**config.mk**
```make
export PLATFORM = sky130hd
export DESIGN_NAME = sprite_draw_sequencer
export DESIGN_NICKNAME = d
export VERILOG_FILES = /design/src/rtl/sprite_draw_sequencer_pkg.sv /design/src/rtl/sprite_draw_sequencer_geom.sv /design/src/rtl/sprite_draw_sequencer.sv
export SDC_FILE = /design/constraint.sdc
export NUM_CORES = 1
export LEC_CHECK = 0
export ABC_AREA = 1
export CAP_MARGIN = 20
export CORE_MARGIN = 2
export CORE_UTILIZATION = 56
export CTS_CLUSTER_SIZE = 24
export DETAILED_ROUTE_END_ITERATION = 8
export HOLD_SLACK_MARGIN = 0.08
export PLACE_DENSITY = 0.85
export SYNTH_ARGS = -nofsm -noshare
export SYNTH_HDL_FRONTEND = slang
export SYNTH_HIERARCHICAL = 1
export SYNTH_SLANG_ARGS = --single-unit
```
**constraint.sdc**
```tcl
create_clock -name clk_100mhz -period 7.15 [get_ports clk_100mhz]
set_input_delay 1.0725 -clock clk_100mhz [delete_from_list [all_inputs] [get_ports clk_100mhz]]
set_output_delay 1.0725 -clock clk_100mhz [all_outputs]
set_load 0.02 [all_outputs]
```
**src/rtl/sprite_draw_sequencer_pkg.sv**
```systemverilog
// Shared definitions for the DXYN sprite draw sequencer: display geometry
// and the sequencer state encoding.
package sprite_draw_sequencer_pkg;

  // Display sizes for the two video modes (all powers of two, so wrapping
  // is a plain truncation of the coordinate bits).
  localparam int LORES_COLS      = 64;
  localparam int LORES_ROWS      = 32;
  localparam int HIRES_COLS      = 128;
  localparam int HIRES_ROWS      = 64;

  // Row count used when the N nibble is zero.
  localparam int BIG_SPRITE_ROWS = 16;

  localparam int LORES_COL_W = $clog2(LORES_COLS);
  localparam int LORES_ROW_W = $clog2(LORES_ROWS);
  localparam int HIRES_COL_W = $clog2(HIRES_COLS);
  localparam int HIRES_ROW_W = $clog2(HIRES_ROWS);

  typedef enum logic [3:0] {
    S_IDLE,
    S_WAIT_VC,
    S_RD_HI,
    S_RD_LO,
    S_CAP,
    S_ISSUE,
    S_ACK,
    S_WAIT_DONE,
    S_FIN
  } state_t;

endpackage

```
**src/rtl/sprite_draw_sequencer_geom.sv**
```systemverilog
// Combinational sprite geometry: sprite width/height from the N nibble and
// video mode, the wrapped start column and the wrapped target row for row k.
module sprite_geom_calc
  import sprite_draw_sequencer_pkg::*;
(
  input  logic       hires,
  input  logic [7:0] x_coord,
  input  logic [7:0] y_coord,
  input  logic [3:0] n_rows,
  input  logic [4:0] row_idx,
  output logic       wide,
  output logic [4:0] rows,
  output logic [6:0] col,
  output logic [5:0] row
);

  logic [7:0] row_sum;

  // Derive size and wrapped coordinates for the current row.
  always_comb begin
    // NOTE: every output gets a value on every path through this block,
    // otherwise synthesis infers a latch to hold the unassigned value.
    wide    = hires && (n_rows == 4'd0);
    rows    = (n_rows == 4'd0) ? 5'(BIG_SPRITE_ROWS) : {1'b0, n_rows};
    row_sum = y_coord + {3'b000, row_idx};
    if (hires) begin
      col = x_coord[HIRES_COL_W-1:0];
      row = row_sum[HIRES_ROW_W-1:0];
    end else begin
      col = {1'b0, x_coord[LORES_COL_W-1:0]};
      row = {1'b0, row_sum[LORES_ROW_W-1:0]};
    end
  end

endmodule

```
**src/rtl/sprite_draw_sequencer.sv**
```systemverilog
// DXYN draw sequencer: fetches sprite bytes from RAM starting at I, hands
// them to the video controller one row at a time and ORs the per-row
// collision results into a single VF value.
module sprite_draw_sequencer
  import sprite_draw_sequencer_pkg::*;
#(
  parameter int ADDR_W = 12
) (
  input  logic              clk_100mhz,
  input  logic              rst,
  input  logic              start,
  input  logic              extended_video_mode,
  input  logic [7:0]        x_coord,
  input  logic [7:0]        y_coord,
  input  logic [3:0]        n_rows,
  input  logic [ADDR_W-1:0] index_reg,
  output logic [ADDR_W-1:0] mem_addr,
  output logic              mem_rd_en,
  input  logic [7:0]        mem_rd_data,
  output logic [15:0]       vc_sprite,
  output logic [5:0]        vc_draw_row,
  output logic [6:0]        vc_draw_col,
  output logic              vc_draw_sprite,
  input  logic              vc_busy,
  input  logic              vc_colision,
  output logic              busy,
  output logic              done,
  output logic              collision_flag
);

  localparam logic [ADDR_W-1:0] ADDR_ONE = ADDR_W'(1);

  state_t            state;
  logic              hires_q;
  logic [7:0]        x_q;
  logic [7:0]        y_q;
  logic [3:0]        n_q;
  logic [ADDR_W-1:0] ptr;
  logic [4:0]        row_k;
  logic              acc;
  logic [7:0]        hi_byte;

  logic              wide;
  logic [4:0]        rows;
  logic [6:0]        col;
  logic [5:0]        row;
  logic              acc_next;

  sprite_geom_calc u_geom (
    .hires   (hires_q),
    .x_coord (x_q),
    .y_coord (y_q),
    .n_rows  (n_q),
    .row_idx (row_k),
    .wide    (wide),
    .rows    (rows),
    .col     (col),
    .row     (row)
  );

  assign acc_next = acc | vc_colision;

  // Sequencer FSM; every output is a register updated on the transition
  // into the state that owns it.
  always_ff @(posedge clk_100mhz or posedge rst) begin
    if (rst) begin
      state          <= S_IDLE;
      hires_q        <= 1'b0;
      x_q            <= '0;
      y_q            <= '0;
      n_q            <= '0;
      ptr            <= '0;
      row_k          <= '0;
      acc            <= 1'b0;
      hi_byte        <= '0;
      mem_addr       <= '0;
      mem_rd_en      <= 1'b0;
      vc_sprite      <= '0;
      vc_draw_row    <= '0;
      vc_draw_col    <= '0;
      vc_draw_sprite <= 1'b0;
      busy           <= 1'b0;
      done           <= 1'b0;
      collision_flag <= 1'b0;
    end else begin
      // NOTE: non-blocking assignments throughout, so every register sees
      // the pre-edge values of the others regardless of statement order.
      mem_rd_en      <= 1'b0;
      vc_draw_sprite <= 1'b0;
      done           <= 1'b0;

      case (state)
        S_IDLE: begin
          if (start) begin
            hires_q <= extended_video_mode;
            x_q     <= x_coord;
            y_q     <= y_coord;
            n_q     <= n_rows;
            ptr     <= index_reg;
            row_k   <= '0;
            acc     <= 1'b0;
            busy    <= 1'b1;
            state   <= S_WAIT_VC;
          end
        end

        // Hold off while the controller is busy (e.g. a screen clear).
        S_WAIT_VC: begin
          if (!vc_busy) begin
            mem_rd_en <= 1'b1;
            mem_addr  <= ptr;
            ptr       <= ptr + ADDR_ONE;
            state     <= S_RD_HI;
          end
        end

        // Wide rows need a second byte; narrow rows go straight to capture.
        S_RD_HI: begin
          if (wide) begin
            mem_rd_en <= 1'b1;
            mem_addr  <= ptr;
            ptr       <= ptr + ADDR_ONE;
            state     <= S_RD_LO;
          end else begin
            state <= S_CAP;
          end
        end

        S_RD_LO: begin
          hi_byte <= mem_rd_data;
          state   <= S_CAP;
        end

        // Present the row and raise the draw request together.
        S_CAP: begin
          vc_sprite      <= wide ? {hi_byte, mem_rd_data} : {mem_rd_data, 8'h00};
          vc_draw_row    <= row;
          vc_draw_col    <= col;
          vc_draw_sprite <= 1'b1;
          state          <= S_ISSUE;
        end

        S_ISSUE: state <= S_ACK;

        // The controller raises busy one cycle after it samples the request.
        S_ACK: state <= S_WAIT_DONE;

        S_WAIT_DONE: begin
          if (!vc_busy) begin
            acc   <= acc_next;
            row_k <= row_k + 5'd1;
            if (row_k + 5'd1 == rows) begin
              collision_flag <= acc_next;
              done           <= 1'b1;
              state          <= S_FIN;
            end else begin
              mem_rd_en <= 1'b1;
              mem_addr  <= ptr;
              ptr       <= ptr + ADDR_ONE;
              state     <= S_RD_HI;
            end
          end
        end

        S_FIN: begin
          busy  <= 1'b0;
          state <= S_IDLE;
        end

        default: begin
          busy  <= 1'b0;
          state <= S_IDLE;
        end
      endcase
    end
  end

endmodule
```
Word-level counts from Yosys, hierarchy flattened
Cells that the tools add are included.
{ "word_totals": {"output_inout_bits": 46, "regBits": 94} }
{ "classes": {"mux": 38, "n_reduce_logical": 14, "n_eq_ne": 13, "addsub": 3, "n_bitwise": 3} }
{ "ops": {"columns": ["op", "n"], "rows": [
  ["12-bit two-way mux", 9],
  ["12-bit case mux with 4 select lines", 1],
  ["12-bit case mux with 3 select lines", 1],
  ["4-bit case mux with 8 select lines", 1],
  ["4-bit by 3-bit == test with 1-bit output (second input constant)", 4],
  ["16-bit two-way mux", 1],
  ["4-bit two-way mux", 4],
  ["5-bit two-way mux", 3],
  ["12-bit by 1-bit adder with 12-bit output (second input constant)", 1],
  ["1-bit two-way mux", 11],
  ["2-bit != test (second input constant)", 5],
  ["5-bit case mux with 2 select lines", 1],
  ["3-bit AND reduction", 3],
  ["4-bit by 2-bit == test with 1-bit output (second input constant)", 2],
  ["4-bit logical NOT", 2],
  ["7-bit two-way mux", 1],
  ["7-bit OR reduction", 1],
  ["6-bit by 5-bit adder with 6-bit output", 1],
  ["6-bit two-way mux", 1],
  ["6-bit AND reduction", 1],
  ["5-bit by 1-bit adder with 5-bit output (second input constant)", 1],
  ["5-bit == test", 1],
  ["5-bit AND reduction", 1],
  ["4-bit by 1-bit == test with 1-bit output (second input constant)", 1],
  ["other kinds (10)", 13]
]} }

Depth between registers and ports, before layout
Gate-level depths: netlist of the first run.
{ "depth": {"word_depth": 6, "mapped_depth": 12, "depth_no_buf": 12} }

Cells and area by module
Netlist of the first run, hierarchy kept.
{ "modules_own_cells": {"columns": ["module", "cells_per_inst", "seq_area_each_um2", "area_per_inst_um2", "instances"], "rows": [
  ["sprite_draw_sequencer", 542, 2427.3, 4534.3, 1],
  ["sprite_geom_calc", 50, 0.0, 302.8, 1]
]} }

Least setup slack after synthesis of the first run
No wires, ideal clock.
{ "synth_path": {"path_kind": "input -> register", "start": "in vc_busy", "end": "reg ptr[2]", "path_slack_ns": 5.249, "setup_ns": 0.117, "path_stages": 6, "arrival_time_ns": 1.784, "n_path_buf": 1, "path_cell_list": "a21boi_2 -> nor2_2 -> nand3_2 -> buf_4 -> nand2_1 -> nand2_1"} }
{ "synth_between": {"elab_chain_cells": 2, "word_cells_on_any_way": 3, "classes_between": "eq/ne (2); reduce/logical (1)"} }
{ "synth_lines": {"columns": ["element", "line_no", "source"], "rows": [
  ["start: declaration", "sprite_draw_sequencer.sv:24", "input logic vc_busy,"],
  ["2-bit != test (no line)", null, null],
  ["6-bit AND reduction (no line) *", null, null],
  ["end signal: assignment", "sprite_draw_sequencer.sv:99", "ptr <= index_reg;"],
  ["end signal: assignment", "sprite_draw_sequencer.sv:112", "ptr <= ptr + ADDR_ONE;"],
  ["end signal: assignment", "sprite_draw_sequencer.sv:122", "ptr <= ptr + ADDR_ONE;"],
  ["end: declaration", "sprite_draw_sequencer.sv:38", "logic [ADDR_W-1:0] ptr;"]
]} }
Mark *: on every way between the ends. The rest lies on a longest branch, timed or not.
A chain may end at the register's enable or synchronous reset.

Final worst setup path of the first run
{ "layout_path": {"start": "in vc_busy", "end": "reg ptr[1]"} }
Same word-level chain as after synthesis.

==> results of run 1 <==
[layer usage]
layer	global-route usage	part of all wire
met1	0.298	0.41
met2	0.410	0.50
met3	0.0352	0.049
met4	0.132	0.037
met5	0	0
[area by class of cell]
class | count | share of cell area
clock buffers | 9 | 0.0215
clock inverters | 7 | 0.0109
inverters | 52 | 0.0347
multi-input cells | 402 | 0.345
flip-flops and latches | 94 | 0.408
well taps | 105 | 0.0228
repair buffers | 91 | 0.157
[sequential cells by signal, summed over array words and instances (netlist names), 4 cells and up]
name / cells
x_q: 7
vc_draw_row: 6
ptr: 12
vc_sprite: 16
state: 4
mem_addr: 12
row_k: 5
y_q: 6
hi_byte: 8
vc_draw_col: 7
n_q: 4
[critical path: cells and delay by family]
kind            cells  cell delay, ns
buf+inv             1            0.46
simple gates        4            1.14
compound gates      1            0.21
[power groups by stage]
stage | logic [uW] | clock network [uW] | registers [uW]
floorplan | 888 | 0 | 1030
global placement | 1290 | 0 | 935
detailed placement | 1330 | 0 | 949
CTS | 1340 | 346 | 941
global route | 1490 | 370 | 973
finish | 1330 | 343 | 944
[path summary, 6_finish.rpt]
kind / endpoint / startpoint / cells after the start
min: vc_draw_row[3] / vc_draw_row[3] / 2
min in group asynchronous: vc_draw_row[4] / rst / 2
min reg2reg: vc_draw_row[3] / vc_draw_row[3] / 2
max reg2reg: state[1] / n_q[3] / 9
max: ptr[1] / vc_busy / 6
max in group asynchronous: busy / rst / 3
[stage by stage]
step	worst slack, ns	cells	utilization	instance area, sq um	total power, uW
after floorplan	3.63	580	-	4730	1920
after global placement	4.21	744	0.679	5580	2220
after detailed placement	4.18	744	0.679	5580	2280
after CTS	4.54	760	0.701	5760	2630
after global routing	4.27	760	0.701	5760	2840
final	4.52	760	0.701	5760	2620
==> results.toml, run 1 <==
[yosys]
syn_inst = 580
syn_area_sq_um = 4730
syn_area_per_cell_sq_um = 8.15
synth.net_count = 634
yosys_warnings = 6

[pwr]
pwr-share-seq = 0.360
clkPwrFrac = 0.131
p_comb_frac = 0.509
powerDensity_nw_per_um2 = 455
power.leakage_uw = 0.00287
ir_drop_mv = 0.244
p_int_uw = 1410
switching_share = 0.461
p_switching_uw = 1210

[setup_path]
cp_max_fo = 15
crit_required_ns = 7.41
r2r_setup_slack_ns = 4.53
critPathMaxStageDelay_ns = 0.53
cpMostUsedCell = "nand2_1"
path_cells = "clkdlybuf4s50_1 > a21boi_2 > nor2_2 > nand3_2 > nand2_1 > nand2_1"
arrival_ns = 2.89
end_kind = "register"
critical_path.slowest_cell = "nor2_2"
crit_type = "in -> reg"
start_kind = "primary input"

[routing]
drc = 0
dr.pass1.iters = 5
postRouteAntennaNets = 0
vias = 4070
route.final.wire_length_microns = 10400
drt-wirelength-per-cell_microns = 13.7
viasPerCell = 5.36
drtIter0Drc = 216

[sta]
tns_ns = 0
holdWs_ns = 0.484
slew_viol_final = 0
maxSlewHeadroom = 0.389
clock_skew_ns = 0.0102
hold_viol_final = 0
period_share = 0.368
fin_crit_ns = 2.63
max_freq_mhz = 380
worst_pin_slew_ns = 0.916
setup_viol = 0
rsz0062_at_grt = "no"

[global_routing]
antenna_found_initial = 0
grt_pass1_vias = 3932
overflow = 0
grt_use_total = 0.242
grt_pass1_wl_microns = 17300
grt_start_max_net_pins = 49

[floorplanning]
die_y_microns = 95.9
row_count = 33
dieArea_sq_um = 9190
core-area_sq_um = 8220
start_util = 0.575
ios = 92
die_x_microns = 95.9

[cells_and_area]
antennaDiodeCount = 0
fill_cells = 642
layout.nets = 704
most-common-layout-cells = "nand2_1, dfrtp_1, clkdlybuf4s50_1"
syn_to_final_growth_pct = 21.9
multi_input_comb_area_sq_um = 1990
final_common_cell = "nand2_1"
register_area_sq_um = 2350
drive_gt1_frac = 0.0870

[place]
hpwl_microns = 7250
port_buffers = 88
globalplace.congestion = 0.902

[cts]
cts_tree = "built"
clockRootBuffer = "clkbuf_8"
numCtsBuffers = 9
cts.sinks = 94
postCtsHoldBufs = 0
cts.clk_slew.worst_paths_ns = 0.09
ctsResizeCount = 0
cts_setup_buffers = 0
clk_path_buf_depth = 2
insertion_delay_ns = 0.37
htree_levels = 3

[run_status]
outcome = "finished clean"

[job]
cap_violations = 0

[worst_hold_path]
hp-class = "reg -> reg"
Note: power is estimated with default switching activity, not from simulation.
==> inputs of run 2 (changes only) <==
--- a/config.mk
+++ b/config.mk
@@ -8,11 +8,11 @@
 export ABC_AREA = 1
 export CAP_MARGIN = 20
 export CORE_MARGIN = 2
-export CORE_UTILIZATION = 56
+export CORE_UTILIZATION = 52
 export CTS_CLUSTER_SIZE = 24
 export DETAILED_ROUTE_END_ITERATION = 8
 export HOLD_SLACK_MARGIN = 0.08
-export PLACE_DENSITY = 0.85
+export PLACE_DENSITY = 0.8
 export SYNTH_ARGS = -nofsm -noshare
 export SYNTH_HDL_FRONTEND = slang
 export SYNTH_HIERARCHICAL = 1
==> constraint.sdc (replaced) <==
create_clock -name clk_100mhz -period 2.6 [get_ports clk_100mhz]
set_input_delay 0.39 -clock clk_100mhz [delete_from_list [all_inputs] [get_ports clk_100mhz]]
set_output_delay 0.39 -clock clk_100mhz [all_outputs]
set_load 0.02 [all_outputs]
==> run 2 against run 1 <==
Compared with the run above: first-iteration DRC count fell by 9.7%; clock skew decreased by 0.0012 ns; largest cell class unchanged; clock power increased to 3.1 times the previous value; largest power group unchanged; sequential power grew to 2.7 times the previous value; die area grew 7.4%.
==> results.toml, run 2 (synthesis results as in run 1) <==
[cells_and_area]
drive_gt1_frac = 0.0912
layout.nets = 707
most-common-layout-cells = "nand2_1, dfrtp_1, clkdlybuf4s50_1"
final_area_sq_um = 5850
fill_cells = 742
antennaDiodeCount = 0
final_common_cell = "nand2_1"
max_flop_register = "vc_sprite"
syn_to_final_growth_pct = 23.7
largest_reg_flops = 16
multi_input_comb_area_sq_um = 1990
reg_top3 = "vc_sprite (16), mem_addr (12), ptr (12)"
register_area_sq_um = 2350

[sta]
setup_viol = 0
hold_viol_final = 0
clock_skew_ns = 0.00901
maxSlewHeadroom = 0.408
slew_viol_final = 0
tns_ns = 0
max_freq_mhz = 450
holdWs_ns = 0.462
period_share = 0.854
rsz0062_at_grt = "no"
fin_crit_ns = 2.22
worst_pin_slew_ns = 0.887

[pwr]
powerDensity_nw_per_um2 = 1250
ir_drop_mv = 0.671
switching_share = 0.445
pwr-share-seq = 0.353
clkPwrFrac = 0.148
power.leakage_uw = 0.00290
p_switching_uw = 3260
p_int_uw = 4080
p_comb_frac = 0.499

[place]
dpl-instance-area_sq_um = 5630
globalplace.congestion = 0.842
hpwl_microns = 7340
port_buffers = 88

[setup_path]
critical_path.slowest_cell = "dfrtp_1"
crit_required_ns = 2.86
path_cells = "ha_1 > inv_1 > nand2_1 > nand2_1 > nor2_1 > nand3_2 > nor2_4 > nand4_4 > nand2_4 > inv_2 > nand2_1 > nand2_1"
end_kind = "register"
arrival_ns = 2.48
r2r_cells = 12
cpMostUsedCell = "nand2_1"
start_kind = "register"
critPathMaxStageDelay_ns = 0.47
crit_family = "simple AND/OR/NAND/NOR gates"
crit_type = "reg -> reg"
crit_cells = 12
cp_max_fo = 18
path_buf_inv = 2

[cts]
clockRootBuffer = "clkbuf_8"
cts.clk_slew.worst_paths_ns = 0.10
postCtsHoldBufs = 0
ctsResizeCount = 0
numCtsBuffers = 9
htree_levels = 3
clk_path_buf_depth = 2
cts_setup_buffers = 0
cts_tree = "built"
cts.sinks = 94
insertion_delay_ns = 0.36

[worst_hold_path]
hp-class = "in -> async"

[routing]
vias = 3938
viasPerCell = 5.14
route.final.wire_length_microns = 10300
drt-wirelength-per-cell_microns = 13.4
postRouteAntennaNets = 0
dr.pass1.iters = 4
drc = 0
drtIter0Drc = 195

[floorplanning]
die_x_microns = 99.4
die_y_microns = 99.4
row_count = 34
dieArea_sq_um = 9870
start_util = 0.540
ios = 92
core-area_sq_um = 8760

[global_routing]
overflow = 0
grt_pass1_vias = 3987
antenna_found_initial = 0
grt_pass1_wl_microns = 18000
grt_start_max_net_pins = 35
grt_use_total = 0.226

[run_status]
outcome = "finished clean"

[job]
cap_violations = 0
[run 2: layer usage]
layer  vias up  track usage  wire [microns]
li1       1976            -               -
met1      1842        0.281            4370
met5         -            0               0
met4         0       0.0864             146
met3        19       0.0387             496
met2       101        0.394            5270
[run 2: path summary, 6_finish.rpt]
path	from	to	slack, ns
min reg2reg	vc_draw_col[4]	vc_draw_col[4]	0.48
max reg2reg	row_k[0]	mem_addr[3]	0.38
min	rst	vc_sprite[12]	0.46
min in group clk_100mhz	vc_draw_col[4]	vc_draw_col[4]	0.48
max	row_k[0]	mem_addr[3]	0.38
max in group asynchronous	rst	row_k[3]	1.56
[run 2: area by class of cell]
cell class / count / share of cell area
multi-input combinational: 402 / 0.340
tap: 108 / 0.0231
sequential: 94 / 0.402
clock buffer: 9 / 0.0212
timing repair buffer: 94 / 0.163
clock inverter: 7 / 0.0165
inverter: 52 / 0.0347
[run 2: power groups by stage]
stage               sequential [uW]  clock, uW  combinational [uW]
floorplan                      2830          0                2440
global placement               2580          0                3570
detailed placement             2610          0                3670
CTS                            2590       1100                3700
global route                   2690       1170                4120
finish                         2590       1080                3660
[run 2: stage by stage]
| stage | cells | power (uW) | utilization | setup WS, ns |
|---|---|---|---|---|
| 2_1_floorplan | 580 | 5270 | - | 0.887 |
| 3_5_place_dp | 750 | 6280 | 0.642 | 0.375 |
| 6_report | 766 | 7340 | 0.667 | 0.379 |
| 4_1_cts | 766 | 7390 | 0.667 | 0.354 |
| 3_3_place_gp | 750 | 6140 | 0.642 | 0.434 |
| 5_1_grt | 766 | 7980 | 0.667 | 0.144 |
==> inputs of run 3 (changes only) <==
--- a/config.mk
+++ b/config.mk
@@ -13,6 +13,7 @@
 export DETAILED_ROUTE_END_ITERATION = 8
 export HOLD_SLACK_MARGIN = 0.08
 export PLACE_DENSITY = 0.8
+export SKIP_CTS_REPAIR_TIMING = 1
 export SYNTH_ARGS = -nofsm -noshare
 export SYNTH_HDL_FRONTEND = slang
 export SYNTH_HIERARCHICAL = 1
==> results of run 3 <==
No change in the layout: final DEF, timing and power equal those of run 2.
